## src/rtl/hex_keypad_pkg.sv

```systemverilog
// Shared types and helpers for the hex keypad emulator.
package hex_keypad_pkg;

  localparam logic [2:0] ST_IDLE    = 3'd0;
  localparam logic [2:0] ST_PRESS_B = 3'd1;
  localparam logic [2:0] ST_HOLD    = 3'd2;
  localparam logic [2:0] ST_REL_B   = 3'd3;
  localparam logic [2:0] ST_GAP     = 3'd4;

  typedef enum logic [2:0] {
    StIdle   = ST_IDLE,
    StPressB = ST_PRESS_B,
    StHold   = ST_HOLD,
    StRelB   = ST_REL_B,
    StGap    = ST_GAP
  } state_e;

  localparam int unsigned ROW_MSB = 3;
  localparam int unsigned ROW_LSB = 2;
  localparam int unsigned COL_MSB = 1;
  localparam int unsigned COL_LSB = 0;

  function automatic logic [3:0] onehot4(input logic [1:0] idx);
    onehot4 = 4'b0001 << idx;
  endfunction

endpackage

```

## src/rtl/keycode_fifo.sv

```systemverilog
// Synchronous key-code FIFO; extra pointer bit distinguishes full from empty.
module keycode_fifo #(
  parameter int unsigned DEPTH = 4,
  parameter int unsigned WIDTH = 4
) (
  input  logic             clk,
  input  logic             rst,
  input  logic             push,
  input  logic             pop,
  input  logic [WIDTH-1:0] wr_data,
  output logic [WIDTH-1:0] rd_data,
  output logic             full,
  output logic             empty
);

  localparam int unsigned AW = $clog2(DEPTH);
  localparam logic [AW:0] PtrOne = (AW + 1)'(1);

  logic [AW:0]      wr_ptr_q, rd_ptr_q;
  logic [WIDTH-1:0] mem_q [DEPTH];
  logic             do_push, do_pop;

  assign empty   = (wr_ptr_q == rd_ptr_q);
  assign full    = (wr_ptr_q[AW] != rd_ptr_q[AW]) &&
                   (wr_ptr_q[AW-1:0] == rd_ptr_q[AW-1:0]);
  assign do_push = push && !full;
  assign do_pop  = pop && !empty;
  assign rd_data = mem_q[rd_ptr_q[AW-1:0]];

  always_ff @(posedge clk or negedge rst) begin
    if (!rst) begin
      wr_ptr_q <= '0;
      rd_ptr_q <= '0;
    end else begin
      if (do_push) wr_ptr_q <= wr_ptr_q + PtrOne;
      if (do_pop)  rd_ptr_q <= rd_ptr_q + PtrOne;
    end
  end

  always_ff @(posedge clk) begin
    if (do_push) mem_q[wr_ptr_q[AW-1:0]] <= wr_data;
  end

endmodule

```

## src/rtl/hex_keypad_emulator.sv

```systemverilog
// 4x4 hex keypad switch-matrix model: plays queued key codes as timed contact
// closures (with optional bounce) and answers scanner column strobes on row.
module hex_keypad_emulator
  import hex_keypad_pkg::*;
#(
  parameter int unsigned HOLD_CYCLES   = 64,
  parameter int unsigned GAP_CYCLES    = 32,
  parameter int unsigned BOUNCE_CYCLES = 8,
  parameter int unsigned FIFO_DEPTH    = 4
) (
  input  logic       clk,
  input  logic       rst,
  input  logic [3:0] key_code,
  input  logic       key_valid,
  output logic       key_ready,
  input  logic [3:0] col,
  output logic [3:0] row,
  output logic       s_row,
  output logic       busy,
  output logic       key_done
);

  localparam int unsigned MaxHg  = (HOLD_CYCLES > GAP_CYCLES) ? HOLD_CYCLES : GAP_CYCLES;
  localparam int unsigned MaxCyc = (MaxHg > BOUNCE_CYCLES) ? MaxHg : BOUNCE_CYCLES;
  localparam int unsigned CntW   = (MaxCyc < 1) ? 1 : $clog2(MaxCyc + 1);

  localparam logic [CntW-1:0] HoldLast   = CntW'(HOLD_CYCLES - 1);
  localparam logic [CntW-1:0] GapLast    = CntW'(GAP_CYCLES - 1);
  localparam logic [CntW-1:0] BounceLast =
      CntW'((BOUNCE_CYCLES == 0) ? 0 : BOUNCE_CYCLES - 1);
  localparam logic [CntW-1:0] CntOne     = CntW'(1);

  state_e          state_q, state_d;
  logic [CntW-1:0] cnt_q, cnt_d;
  logic [3:0]      cur_code_q, cur_code_d;
  logic            contact_q, contact_d;
  logic            fifo_pop, fifo_full, fifo_empty;
  logic [3:0]      fifo_data;

  keycode_fifo #(
    .DEPTH (FIFO_DEPTH),
    .WIDTH (4)
  ) u_fifo (
    .clk     (clk),
    .rst     (rst),
    .push    (key_valid),
    .pop     (fifo_pop),
    .wr_data (key_code),
    .rd_data (fifo_data),
    .full    (fifo_full),
    .empty   (fifo_empty)
  );

  assign key_ready = !fifo_full;
  assign busy      = (state_q != StIdle) || !fifo_empty;

  always_comb begin
    state_d    = state_q;
    cnt_d      = cnt_q;
    cur_code_d = cur_code_q;
    fifo_pop   = 1'b0;
    key_done   = 1'b0;
    unique case (state_q)
      StIdle: begin
        if (!fifo_empty) begin
          fifo_pop   = 1'b1;
          cur_code_d = fifo_data;
          cnt_d      = '0;
          state_d    = (BOUNCE_CYCLES == 0) ? StHold : StPressB;
        end
      end
      StPressB: begin
        if (cnt_q == BounceLast) begin
          cnt_d   = '0;
          state_d = StHold;
        end else begin
          cnt_d = cnt_q + CntOne;
        end
      end
      StHold: begin
        if (cnt_q == HoldLast) begin
          cnt_d   = '0;
          state_d = (BOUNCE_CYCLES == 0) ? StGap : StRelB;
        end else begin
          cnt_d = cnt_q + CntOne;
        end
      end
      StRelB: begin
        if (cnt_q == BounceLast) begin
          cnt_d   = '0;
          state_d = StGap;
        end else begin
          cnt_d = cnt_q + CntOne;
        end
      end
      StGap: begin
        if (cnt_q == GapLast) begin
          key_done = 1'b1;
          cnt_d    = '0;
          state_d  = StIdle;
        end else begin
          cnt_d = cnt_q + CntOne;
        end
      end
      default: begin
        cnt_d   = '0;
        state_d = StIdle;
      end
    endcase
  end

  // Contact is registered alongside the state it belongs to: press bounce
  // starts closed, release bounce starts open.
  always_comb begin
    contact_d = 1'b0;
    unique case (state_d)
      StPressB: contact_d = ~cnt_d[0];
      StHold:   contact_d = 1'b1;
      StRelB:   contact_d = cnt_d[0];
      default:  contact_d = 1'b0;
    endcase
  end

  always_ff @(posedge clk or negedge rst) begin
    if (!rst) begin
      state_q    <= StIdle;
      cnt_q      <= '0;
      cur_code_q <= '0;
      contact_q  <= 1'b0;
      s_row      <= 1'b0;
    end else begin
      state_q    <= state_d;
      cnt_q      <= cnt_d;
      cur_code_q <= cur_code_d;
      contact_q  <= contact_d;
      s_row      <= |row;
    end
  end

  assign row = (contact_q && col[cur_code_q[COL_MSB:COL_LSB]]) ?
               onehot4(cur_code_q[ROW_MSB:ROW_LSB]) : 4'b0000;

endmodule

```

## config.mk

```make
export PLATFORM = sky130hd
export DESIGN_NAME = hex_keypad_emulator
export DESIGN_NICKNAME = d
export VERILOG_FILES = /design/src/rtl/hex_keypad_pkg.sv /design/src/rtl/keycode_fifo.sv /design/src/rtl/hex_keypad_emulator.sv
export SDC_FILE = /design/constraint.sdc
export NUM_CORES = 1
export LEC_CHECK = 0
export CAP_MARGIN = 15
export CORE_UTILIZATION = 60
export DETAILED_ROUTE_END_ITERATION = 10
export HOLD_SLACK_MARGIN = 0.02
export PLACE_DENSITY = 0.83
export SETUP_SLACK_MARGIN = 0.1
export SLEW_MARGIN = 20
export SYNTH_ARGS = -nofsm -noshare
export SYNTH_HDL_FRONTEND = slang
export SYNTH_SLANG_ARGS = --single-unit
```

## constraint.sdc

```tcl
create_clock -name clk -period 4.7 [get_ports clk]
set_clock_uncertainty 0.05 [all_clocks]
set_input_delay 0.94 -clock clk [delete_from_list [all_inputs] [get_ports clk]]
set_output_delay 0.94 -clock clk [all_outputs]
set_load 0.01 [all_outputs]
```

## After elaboration in Yosys (flattened, before gate mapping)

Memory sizes are Yosys's and may differ from the RTL's. A register that Yosys moved wholly into a read port is not among the register bits.
Index checks and enable logic that the tools add are counted.

- $add $sub $neg: 3
- Multipliers: 0
- Div/mod/pow operators: 0
- $lt $le $gt $ge: 1
- Eq/ne operators: 14
- Shifts and indexed selects: 1
- Muxes and demuxes: 21
- Bitwise operators: 2
- Reductions and logical operators: 13

Operator list:

| operator | count |
|---|---|
| two-way mux 7 bit | 4 |
| one-hot mux 7 bit (4 select lines) | 1 |
| two-way mux 3 bit | 5 |
| one-hot mux 3 bit (5 select lines) | 1 |
| == test 3 x 2 -> 1 bit (second input constant) | 4 |
| adder 7 x 1 -> 7 bit (second input constant) | 1 |
| == test 7 x 3 -> 1 bit (second input constant) | 1 |
| == test 7 x 5 -> 1 bit (second input constant) | 1 |
| == test 7 x 6 -> 1 bit (second input constant) | 1 |
| two-way mux 1 bit | 7 |
| adder 3 x 1 -> 3 bit (second input constant) | 2 |
| == test 3 x 1 -> 1 bit (second input constant) | 2 |
| logical AND 1 bit | 4 |
| two-way mux 4 bit | 1 |
| OR reduction 4 bit | 1 |
| << shifter 1 x 2 -> 4 bit (first input constant) | 1 |
| == test 3 bit | 1 |
| == test 3 bit (second input constant) | 1 |
| zero test 1 bit | 3 |
| zero test 3 bit | 1 |
| < comparator 2 x 3 -> 1 bit (second input constant) | 1 |
| one-hot mux 1 bit (3 select lines) | 1 |
| nonzero test 3 bit | 1 |
| binary-select mux 1 bit (select 2 bit) | 1 |
| 7 further kinds | 8 |

- Bits in registers: 18
- Bits in latches: 0
- Memory bits (writable): 16
- Memory bits (read-only): 0
- Input bits: 11
- Output and inout port bits: 8
- Memories: 1

Memories:

| memory | words | bits a word | read ports | clocked after memory_dff | wr ports | line | text |
|---|---|---|---|---|---|---|---|
| u_fifo.mem_q | 4 | 4 | 1 | 1 | 1 | keycode_fifo.sv:20 | `logic [WIDTH-1:0] mem_q [DEPTH];` |

## Longest topological paths before layout

Gate-level depths: netlist of the first run.

- Depth in word-level cells: 6
- Depth in mapped cells: 6
- Depth with buffers taken out: 6

## Cells and area by module

From an unflattened synthesis of the first run, not the netlist that was laid out.

- Cells, all modules: 171
- Area, all modules: 2,052.0 sq um

By module, submodules not included:

| module | instances | cells each | area each (sq um) |
|---|---|---|---|
| keycode_fifo | 1 | 70 | 1,103.6 |
| hex_keypad_emulator | 1 | 101 | 948.4 |

## Least setup slack after synthesis of the first run

No wires, ideal clock.

- Kind: input -> output
- Start point: in col[3]
- End point: out row[3]
- Arrival: 1.772 ns
- Required time: 3.710 ns
- Path slack: 1.938 ns
- Stages: 3
- Path buffers: 0
- Path through: mux4_2 and2_1 and3_1

- Word-level cells in the longest chain between the ends: 4

Ends and longest elaborated chain:

| element | line | text |
|---|---|---|
| from (decl) | hex_keypad_emulator.sv:16 | `input logic [3:0] col,` |
| binary-select mux 1 bit (select 2 bit) | hex_keypad_emulator.sv:140 | `assign row = (contact_q && col[cur_code_q[COL_MSB:COL_LSB]]) ?` |
| two-way mux 1 bit (not written as such) | hex_keypad_emulator.sv:140 |  |
| logical AND 1 bit | hex_keypad_emulator.sv:140 |  |
| two-way mux 4 bit | hex_keypad_emulator.sv:140 |  |
| to (decl) | hex_keypad_emulator.sv:17 | `output logic [3:0] row,` |

Every way passes these cells. The select of a mux whose other input is x is not followed.

## Worst setup path in the final report of the first run

- Start point: in col[3]
- End point: out row[1]

Same word-level chain as after synthesis.

==> results of run 1 <==
## per-layer routing
layer  up-vias  wire [microns]  share of wire
met2        30            1586           0.50
met3         7             139          0.043
met4         0              54          0.017
met5         -               0              0
li1        591               -              -
met1       621            1419           0.44
## layout make-up
| class | instances | area [sq um] | area share |
|---|---|---|---|
| timing repair buffer | 18 | 180.2 | 0.08276 |
| clock buffer | 5 | 37.54 | 0.01724 |
| clock inverter | 3 | 16.27 | 0.007471 |
| sequential | 38 | 1031 | 0.4736 |
| tap | 44 | 55.05 | 0.02529 |
| inverter | 5 | 18.77 | 0.008621 |
| multi-input combinational | 101 | 838.3 | 0.3851 |
## per-stage QoR
step / instance area [sq um] / hold WS, ns
2_1_floorplan: 1944 / 0.4104
3_3_place_gp: 2123 / 0.4242
3_5_place_dp: 2123 / 0.4333
4_1_cts: 2177 / 0.4617
5_1_grt: 2177 / 0.4720
6_report: 2177 / 0.4571
## registers in the layout, summed over array words and instances (netlist names)
| signal | flops |
|---|---|
| u_fifo.rd_ptr_q | 3 |
| s_row | 1 |
| state_q | 3 |
| cnt_q | 7 |
| cur_code_q | 4 |
| u_fifo.mem_q | 16 |
| u_fifo.wr_ptr_q | 3 |
| contact_q | 1 |
## kinds of logic after synthesis
family,count (synthesis)
compound gates,24
buf+inv,11
simple gates,50
flops,38
fa+ha+maj,6
xor+xnor,11
mux,10
## final timing paths
| kind | from | to | slack [ns] | cells after the start |
|---|---|---|---|---|
| worst min-delay path | u_fifo.rd_ptr_q[2]$_DFFE_PN0P_ | u_fifo.rd_ptr_q[2]$_DFFE_PN0P_ | 0.46 | 1 |
| max in group asynchronous | rst | state_q[2]$_DFF_PN0_ | 2.97 | 1 |
| min in group asynchronous | rst | u_fifo.wr_ptr_q[1]$_DFFE_PN0P_ | 1.05 | 1 |
| worst max register to register | cnt_q[0]$_DFF_PN0_ | contact_q$_DFF_PN0_ | 2.47 | 6 |
| worst max-delay path | col[3] | row[1] | 1.05 | 5 |
| worst min register to register | u_fifo.rd_ptr_q[2]$_DFFE_PN0P_ | u_fifo.rd_ptr_q[2]$_DFFE_PN0P_ | 0.46 | 1 |
## synth_stat cells (2+ instances only)
cell type / n / area (sq um)
mux4_1: 4 / 105.1
nor3b_1: 2 / 15.01
xnor2_1: 4 / 35.03
nand2b_1: 2 / 12.51
and2_1: 4 / 25.02
xor2_1: 7 / 61.31
inv_1: 5 / 18.77
nor2_1: 12 / 45.04
or3_1: 2 / 12.51
buf_4: 3 / 22.52
ha_1: 6 / 75.07
edfxtp_1: 16 / 480.5
o21ai_0: 7 / 35.03
nor3_1: 3 / 15.01
a21oi_1: 3 / 15.01
mux2_2: 5 / 56.30
buf_6: 3 / 33.78
nand2_1: 9 / 33.78
dfrtp_1: 22 / 550.5
a211oi_1: 3 / 22.52
nand3_1: 5 / 25.02
## power breakdown
part / internal (mW) / total, mW / switching [mW]
sequential: 0.464 / 0.586 / 0.122
clock: 0.0556 / 0.161 / 0.105
combinational: 0.270 / 0.547 / 0.278
==> flow_results.xml, run 1 <==
<?xml version="1.0" encoding="UTF-8"?>
<metrics>
  <group name="run_status">
    <metric name="status" unit="">finished clean</metric>
  </group>
  <group name="global_route">
    <metric name="gr-usage-met3" unit="">0.07033</metric>
    <metric name="grt_first_pass_wirelength" unit="microns">5451</metric>
    <metric name="gr-usage-met2" unit="">0.3458</metric>
    <metric name="grt_usage" unit="">0.2234</metric>
    <metric name="grt_start_max_net_pins" unit="">23</metric>
    <metric name="global_route.usage.met1" unit="">0.2996</metric>
    <metric name="number_of_global_route_vias_before_repair" unit="">1132</metric>
    <metric name="antenna_found_initial" unit="">0</metric>
    <metric name="grt.busiest_layer" unit="">met2</metric>
    <metric name="gr-total-overflow" unit="">0</metric>
  </group>
  <group name="power_and_ir_drop">
    <metric name="power.leakage" unit="nW">0.8419</metric>
    <metric name="finalPower" unit="mW">1.294</metric>
    <metric name="cellPowerDensity" unit="nW/um^2">594.3</metric>
    <metric name="vdd_ir_drop_max" unit="mV">0.3371</metric>
  </group>
  <group name="cells_and_area">
    <metric name="layout_common_cells" unit="">dfrtp_1, clkdlybuf4s50_1, edfxtp_1</metric>
    <metric name="finish.utilization" unit="">0.7131</metric>
    <metric name="ant_diodes" unit="">0</metric>
    <metric name="areaGrowthSynthToFinish" unit="%">11.97</metric>
    <metric name="most_common_cell_after_layout_fill_and_taps_aside" unit="">dfrtp_1</metric>
    <metric name="finalNetCount" unit="">186</metric>
    <metric name="layout.cells.non_filler" unit="">214</metric>
    <metric name="filler_cell_count" unit="">236</metric>
    <metric name="layout_cells_sized_above_1" unit="">0.1412</metric>
  </group>
  <group name="clock_tree">
    <metric name="cts_hold_repair.buffers" unit="">0</metric>
    <metric name="clkTransAtPathRegs" unit="ns">0.11</metric>
    <metric name="cts-htree-levels" unit="">2</metric>
    <metric name="cts_repair_resize_count" unit="">0</metric>
    <metric name="cts_setup_buffers" unit="">0</metric>
    <metric name="cts_num_sinks" unit="">38</metric>
    <metric name="cts-buffers-inserted" unit="">5</metric>
    <metric name="cts-root-to-sink-buffers" unit="">2</metric>
    <metric name="later_pin_clock_latency_in_the_skew_report" unit="ns">0.35</metric>
    <metric name="cts.root.buffer_cell" unit="">clkbuf_4</metric>
    <metric name="tritoncts_clock_tree" unit="">built</metric>
  </group>
  <group name="sta">
    <metric name="totalNegativeSetupSlack" unit="ns">0</metric>
    <metric name="timing.final.crit_share" unit="">0.7765</metric>
    <metric name="final_hold_viol_count" unit="">0</metric>
    <metric name="setup-violations-final" unit="">0</metric>
    <metric name="rsz0062_at_grt" unit="">false</metric>
    <metric name="final_critical_delay_including_setup_and_external_delays" unit="ns">3.649</metric>
    <metric name="max_clock_freq" unit="GHz">0.2740</metric>
    <metric name="timing.max_slew.rel_slack" unit="">0.3776</metric>
    <metric name="setup_ws" unit="ns">1.051</metric>
    <metric name="max_slew.worst_pin.slew" unit="ns">0.9307</metric>
    <metric name="final_max_slew_viol_count" unit="">0</metric>
  </group>
  <group name="logic_synthesis">
    <metric name="synth-edff-count" unit="">16</metric>
    <metric name="synth_simple_gate_area_frac" unit="">0.1486</metric>
    <metric name="syn_nets" unit="">167</metric>
    <metric name="share_of_the_synthesized_area_in_compound_gates_ao_oa_aoi_oai" unit="">0.09974</metric>
    <metric name="primary_ff_master_synth" unit="">dfrtp_1</metric>
    <metric name="main_combinational_cell_family_by_area_after_synthesis" unit="">simple AND/OR/NAND/NOR gates</metric>
    <metric name="synth_seq_cells" unit="">38</metric>
    <metric name="yosys.area_share.adder" unit="">0.03861</metric>
    <metric name="synth-xor-area-share" unit="">0.04955</metric>
    <metric name="syn_area" unit="sq um">1944</metric>
    <metric name="synthesis.area_per_instance" unit="sq um">12.96</metric>
    <metric name="syn_inst" unit="">150</metric>
    <metric name="synth.yosys.warnings" unit="">0</metric>
    <metric name="yosys.cell_types.count" unit="">44</metric>
    <metric name="synth-async-reset-ratio" unit="">0.5789</metric>
    <metric name="multiplexer_area_fraction_after_synthesis" unit="">0.09459</metric>
    <metric name="synth_sequential_area_ratio" unit="">0.5302</metric>
  </group>
  <group name="worst_setup_path">
    <metric name="required" unit="ns">3.71</metric>
    <metric name="longest_individual_stage_delay_on_the_worst_path" unit="ns">0.47</metric>
    <metric name="cp-start-kind" unit="">input pin</metric>
    <metric name="worst_path_most_repeated_cell" unit="">clkdlybuf4s50_1</metric>
    <metric name="ordered_cell_list_for_the_critical_path" unit="">clkdlybuf4s50_1, mux4_2, and2_1, and3b_1, clkdlybuf4s50_1</metric>
    <metric name="critical_path_buf_inv_count" unit="">2</metric>
    <metric name="critPathSlowestCell" unit="">clkdlybuf4s50_1</metric>
    <metric name="timing.critical_path.to_type" unit="">output port</metric>
    <metric name="worst_ep_arrival_time" unit="ns">2.66</metric>
    <metric name="worst_path_dominant_cell_family" unit="">buffers and inverters</metric>
    <metric name="critPathMaxFanout" unit="">5</metric>
    <metric name="timing_worst_setup_path_type" unit="">input pin to output port</metric>
  </group>
  <group name="detailed_routing">
    <metric name="drt.antenna.violating_nets" unit="">0</metric>
    <metric name="drc" unit="">0</metric>
    <metric name="dr_total_vias" unit="">1249</metric>
    <metric name="route.detailed.vias_per_inst" unit="">5.836</metric>
    <metric name="drt-total-wl" unit="microns">3200</metric>
    <metric name="dr.pass1.iters" unit="">4</metric>
    <metric name="first_iter_violations" unit="">53</metric>
    <metric name="wl_per_cell" unit="microns">14.95</metric>
  </group>
  <group name="floorplan">
    <metric name="die_width" unit="microns">58.93</metric>
    <metric name="fp.dieH" unit="microns">58.93</metric>
    <metric name="total_core_area" unit="sq um">3053</metric>
    <metric name="die-area" unit="sq um">3472</metric>
    <metric name="num_io_pins" unit="">19</metric>
    <metric name="placement_rows" unit="">20</metric>
    <metric name="initial_standard_cell_utilization_of_the_core" unit="">0.6369</metric>
  </group>
  <group name="placed_design">
    <metric name="dp_worst_setup_slack" unit="ns">1.031</metric>
    <metric name="detailedPlacementHpwl" unit="microns">2387</metric>
    <metric name="globalplace.congestion" unit="">0.8679</metric>
    <metric name="portBuffers" unit="">18</metric>
    <metric name="placed_cells" unit="">206</metric>
  </group>
  <group name="flow_run">
    <metric name="number_of_maximum_capacitance_violations" unit="">0</metric>
  </group>
  <group name="hold_path">
    <metric name="hp-class" unit="">register to register</metric>
  </group>
</metrics>
Note: power is estimated with default switching activity, not from simulation.
==> inputs of run 2 (changes only) <==
Settings changed: CORE_UTILIZATION 60 to 56, PLACE_DENSITY 0.83 to 0.78.
Clock period 4.7 ns to 3.72 ns, I/O delays scaled along.
==> flow_results.xml, run 2 (synthesis results as in run 1) <==
<?xml version="1.0" encoding="UTF-8"?>
<metrics>
  <group name="power_and_ir_drop">
    <metric name="switching_share" unit="">0.3650</metric>
    <metric name="power.combinational.fraction" unit="">0.397</metric>
    <metric name="vdd_ir_drop_max" unit="mV">0.4045</metric>
    <metric name="finalPower" unit="mW">1.677</metric>
    <metric name="seq_power_share" unit="">0.442</metric>
    <metric name="clk_network_pwr_share" unit="">0.161</metric>
    <metric name="power.switching" unit="mW">0.6122</metric>
    <metric name="p_int" unit="mW">1.065</metric>
    <metric name="power.leakage" unit="nW">0.8532</metric>
    <metric name="cellPowerDensity" unit="nW/um^2">763.9</metric>
  </group>
  <group name="clock_tree">
    <metric name="later_pin_clock_latency_in_the_skew_report" unit="ns">0.34</metric>
    <metric name="cts-buffers-inserted" unit="">5</metric>
    <metric name="cts-root-to-sink-buffers" unit="">2</metric>
    <metric name="cts_num_sinks" unit="">38</metric>
    <metric name="tritoncts_clock_tree" unit="">built</metric>
    <metric name="cts_setup_buffers" unit="">0</metric>
    <metric name="cts-htree-levels" unit="">2</metric>
    <metric name="cts_repair_resize_count" unit="">0</metric>
    <metric name="cts_hold_repair.buffers" unit="">0</metric>
    <metric name="clkTransAtPathRegs" unit="ns">0.11</metric>
    <metric name="cts.root.buffer_cell" unit="">clkbuf_4</metric>
  </group>
  <group name="cells_and_area">
    <metric name="layout_cells_sized_above_1" unit="">0.1412</metric>
    <metric name="finalNetCount" unit="">186</metric>
    <metric name="largest_register_ffs" unit="">16</metric>
    <metric name="areaGrowthSynthToFinish" unit="%">12.93</metric>
    <metric name="filler_cell_count" unit="">268</metric>
    <metric name="ant_diodes" unit="">0</metric>
    <metric name="layout_common_cells" unit="">dfrtp_1, clkdlybuf4s50_1, edfxtp_1</metric>
    <metric name="post-route-cell-area" unit="sq um">2196</metric>
    <metric name="most_common_cell_after_layout_fill_and_taps_aside" unit="">dfrtp_1</metric>
  </group>
  <group name="placed_design">
    <metric name="portBuffers" unit="">18</metric>
    <metric name="globalplace.congestion" unit="">0.7964</metric>
    <metric name="post_dp_cell_area" unit="sq um">2126</metric>
    <metric name="detailedPlacementHpwl" unit="microns">2292</metric>
  </group>
  <group name="global_route">
    <metric name="antenna_found_initial" unit="">0</metric>
    <metric name="grt_first_pass_wirelength" unit="microns">5071</metric>
    <metric name="number_of_global_route_vias_before_repair" unit="">1115</metric>
    <metric name="gr-total-overflow" unit="">0</metric>
    <metric name="grt_usage" unit="">0.1964</metric>
    <metric name="grt_start_max_net_pins" unit="">23</metric>
  </group>
  <group name="sta">
    <metric name="timing.final.crit_share" unit="">0.8788</metric>
    <metric name="final_max_slew_viol_count" unit="">0</metric>
    <metric name="final_hold_viol_count" unit="">0</metric>
    <metric name="totalNegativeSetupSlack" unit="ns">0</metric>
    <metric name="setup-violations-final" unit="">0</metric>
    <metric name="rsz0062_at_grt" unit="">false</metric>
    <metric name="final_critical_delay_including_setup_and_external_delays" unit="ns">3.269</metric>
    <metric name="max_slew.worst_pin.slew" unit="ns">0.5600</metric>
    <metric name="timing.max_slew.rel_slack" unit="">0.6239</metric>
    <metric name="max_clock_freq" unit="GHz">0.3059</metric>
    <metric name="fin_hold_ws" unit="ns">0.2934</metric>
  </group>
  <group name="detailed_routing">
    <metric name="dr_total_vias" unit="">1212</metric>
    <metric name="dr.pass1.iters" unit="">4</metric>
    <metric name="wl_per_cell" unit="microns">14.58</metric>
    <metric name="drt-total-wl" unit="microns">3149</metric>
    <metric name="first_iter_violations" unit="">36</metric>
    <metric name="drc" unit="">0</metric>
    <metric name="route.detailed.vias_per_inst" unit="">5.611</metric>
    <metric name="drt.antenna.violating_nets" unit="">0</metric>
  </group>
  <group name="worst_setup_path">
    <metric name="timing.critical_path.to_type" unit="">output port</metric>
    <metric name="longest_individual_stage_delay_on_the_worst_path" unit="ns">0.48</metric>
    <metric name="required" unit="ns">2.93</metric>
    <metric name="worst_ep_arrival_time" unit="ns">2.48</metric>
    <metric name="ordered_cell_list_for_the_critical_path" unit="">clkdlybuf4s50_1, mux4_2, and2_1, and3b_1, clkdlybuf4s50_1</metric>
    <metric name="cp-start-kind" unit="">input pin</metric>
    <metric name="worst_path_most_repeated_cell" unit="">clkdlybuf4s50_1</metric>
    <metric name="critPathSlowestCell" unit="">clkdlybuf4s50_1</metric>
    <metric name="critPathMaxFanout" unit="">5</metric>
    <metric name="timing_worst_setup_path_type" unit="">input pin to output port</metric>
  </group>
  <group name="floorplan">
    <metric name="num_io_pins" unit="">19</metric>
    <metric name="initial_standard_cell_utilization_of_the_core" unit="">0.5827</metric>
    <metric name="placement_rows" unit="">21</metric>
    <metric name="total_core_area" unit="sq um">3337</metric>
    <metric name="fp.dieH" unit="microns">60.93</metric>
    <metric name="die-area" unit="sq um">3712</metric>
    <metric name="die_width" unit="microns">60.93</metric>
  </group>
  <group name="run_status">
    <metric name="status" unit="">finished clean</metric>
  </group>
  <group name="flow_run">
    <metric name="number_of_maximum_capacitance_violations" unit="">0</metric>
  </group>
  <group name="hold_path">
    <metric name="hp-class" unit="">input pin to async pin</metric>
  </group>
</metrics>
[run 2: per-layer routing]
metal	up-vias	global-route usage	share of wire	routed length, microns
met2	33	0.3014	0.45	1432
li1	592	-	-	-
met3	9	0.04478	0.050	158
met4	0	0.1071	0.022	68
met1	578	0.2610	0.47	1490
met5	-	0	0	0
[run 2: critical path, delay by kind of cell]
family / cells / cell delay, ns
buf+inv: 2 / 0.89
simple gates: 2 / 0.39
mux: 1 / 0.45
[run 2: worst paths after layout]
check	start	endpoint	slack (ns)	cells after the start
worst max-delay path	col[2]	row[1]	0.45	5
worst min-delay path	rst	s_row$_DFF_PN0_	0.29	1
worst max register to register	cnt_q[0]$_DFF_PN0_	cnt_q[3]$_DFFE_PN0P_	1.61	6
worst min register to register	u_fifo.wr_ptr_q[2]$_DFFE_PN0P_	u_fifo.wr_ptr_q[2]$_DFFE_PN0P_	0.45	1
max in group asynchronous	rst	state_q[0]$_DFF_PN0_	2.98	1
min in group clk	u_fifo.wr_ptr_q[2]$_DFFE_PN0P_	u_fifo.wr_ptr_q[2]$_DFFE_PN0P_	0.45	1
[run 2: power by group through the flow]
stage / Clock, mW / Combinational, mW / Sequential, mW
floorplan: 0 / 0.594 / 0.675
global placement: 0 / 0.650 / 0.742
detailed placement: 0 / 0.669 / 0.751
CTS: 0.271 / 0.672 / 0.742
global route: 0.294 / 0.740 / 0.765
finish: 0.270 / 0.666 / 0.741
[run 2: cell type report]
| class | count | area (sq um) | area share |
|---|---|---|---|
| Clock inverter | 2 | 33.78 | 0.01538 |
| Clock buffer | 6 | 41.29 | 0.01880 |
| Timing Repair Buffer | 18 | 175.2 | 0.07977 |
| Multi-Input combinational cell | 101 | 838.3 | 0.3818 |
| Sequential cell | 38 | 1031 | 0.4695 |
| Inverter | 5 | 18.77 | 0.008547 |
| Tap cell | 46 | 57.56 | 0.02621 |
[run 2: through the flow]
stage	instances	setup WS [ns]	utilization
2_1_floorplan	150	1.350	-
3_3_place_gp	208	0.4874	0.6370
6_report	216	0.4509	0.6580
4_1_cts	216	0.4380	0.6595
3_5_place_dp	208	0.4417	0.6370
5_1_grt	216	0.3844	0.6580
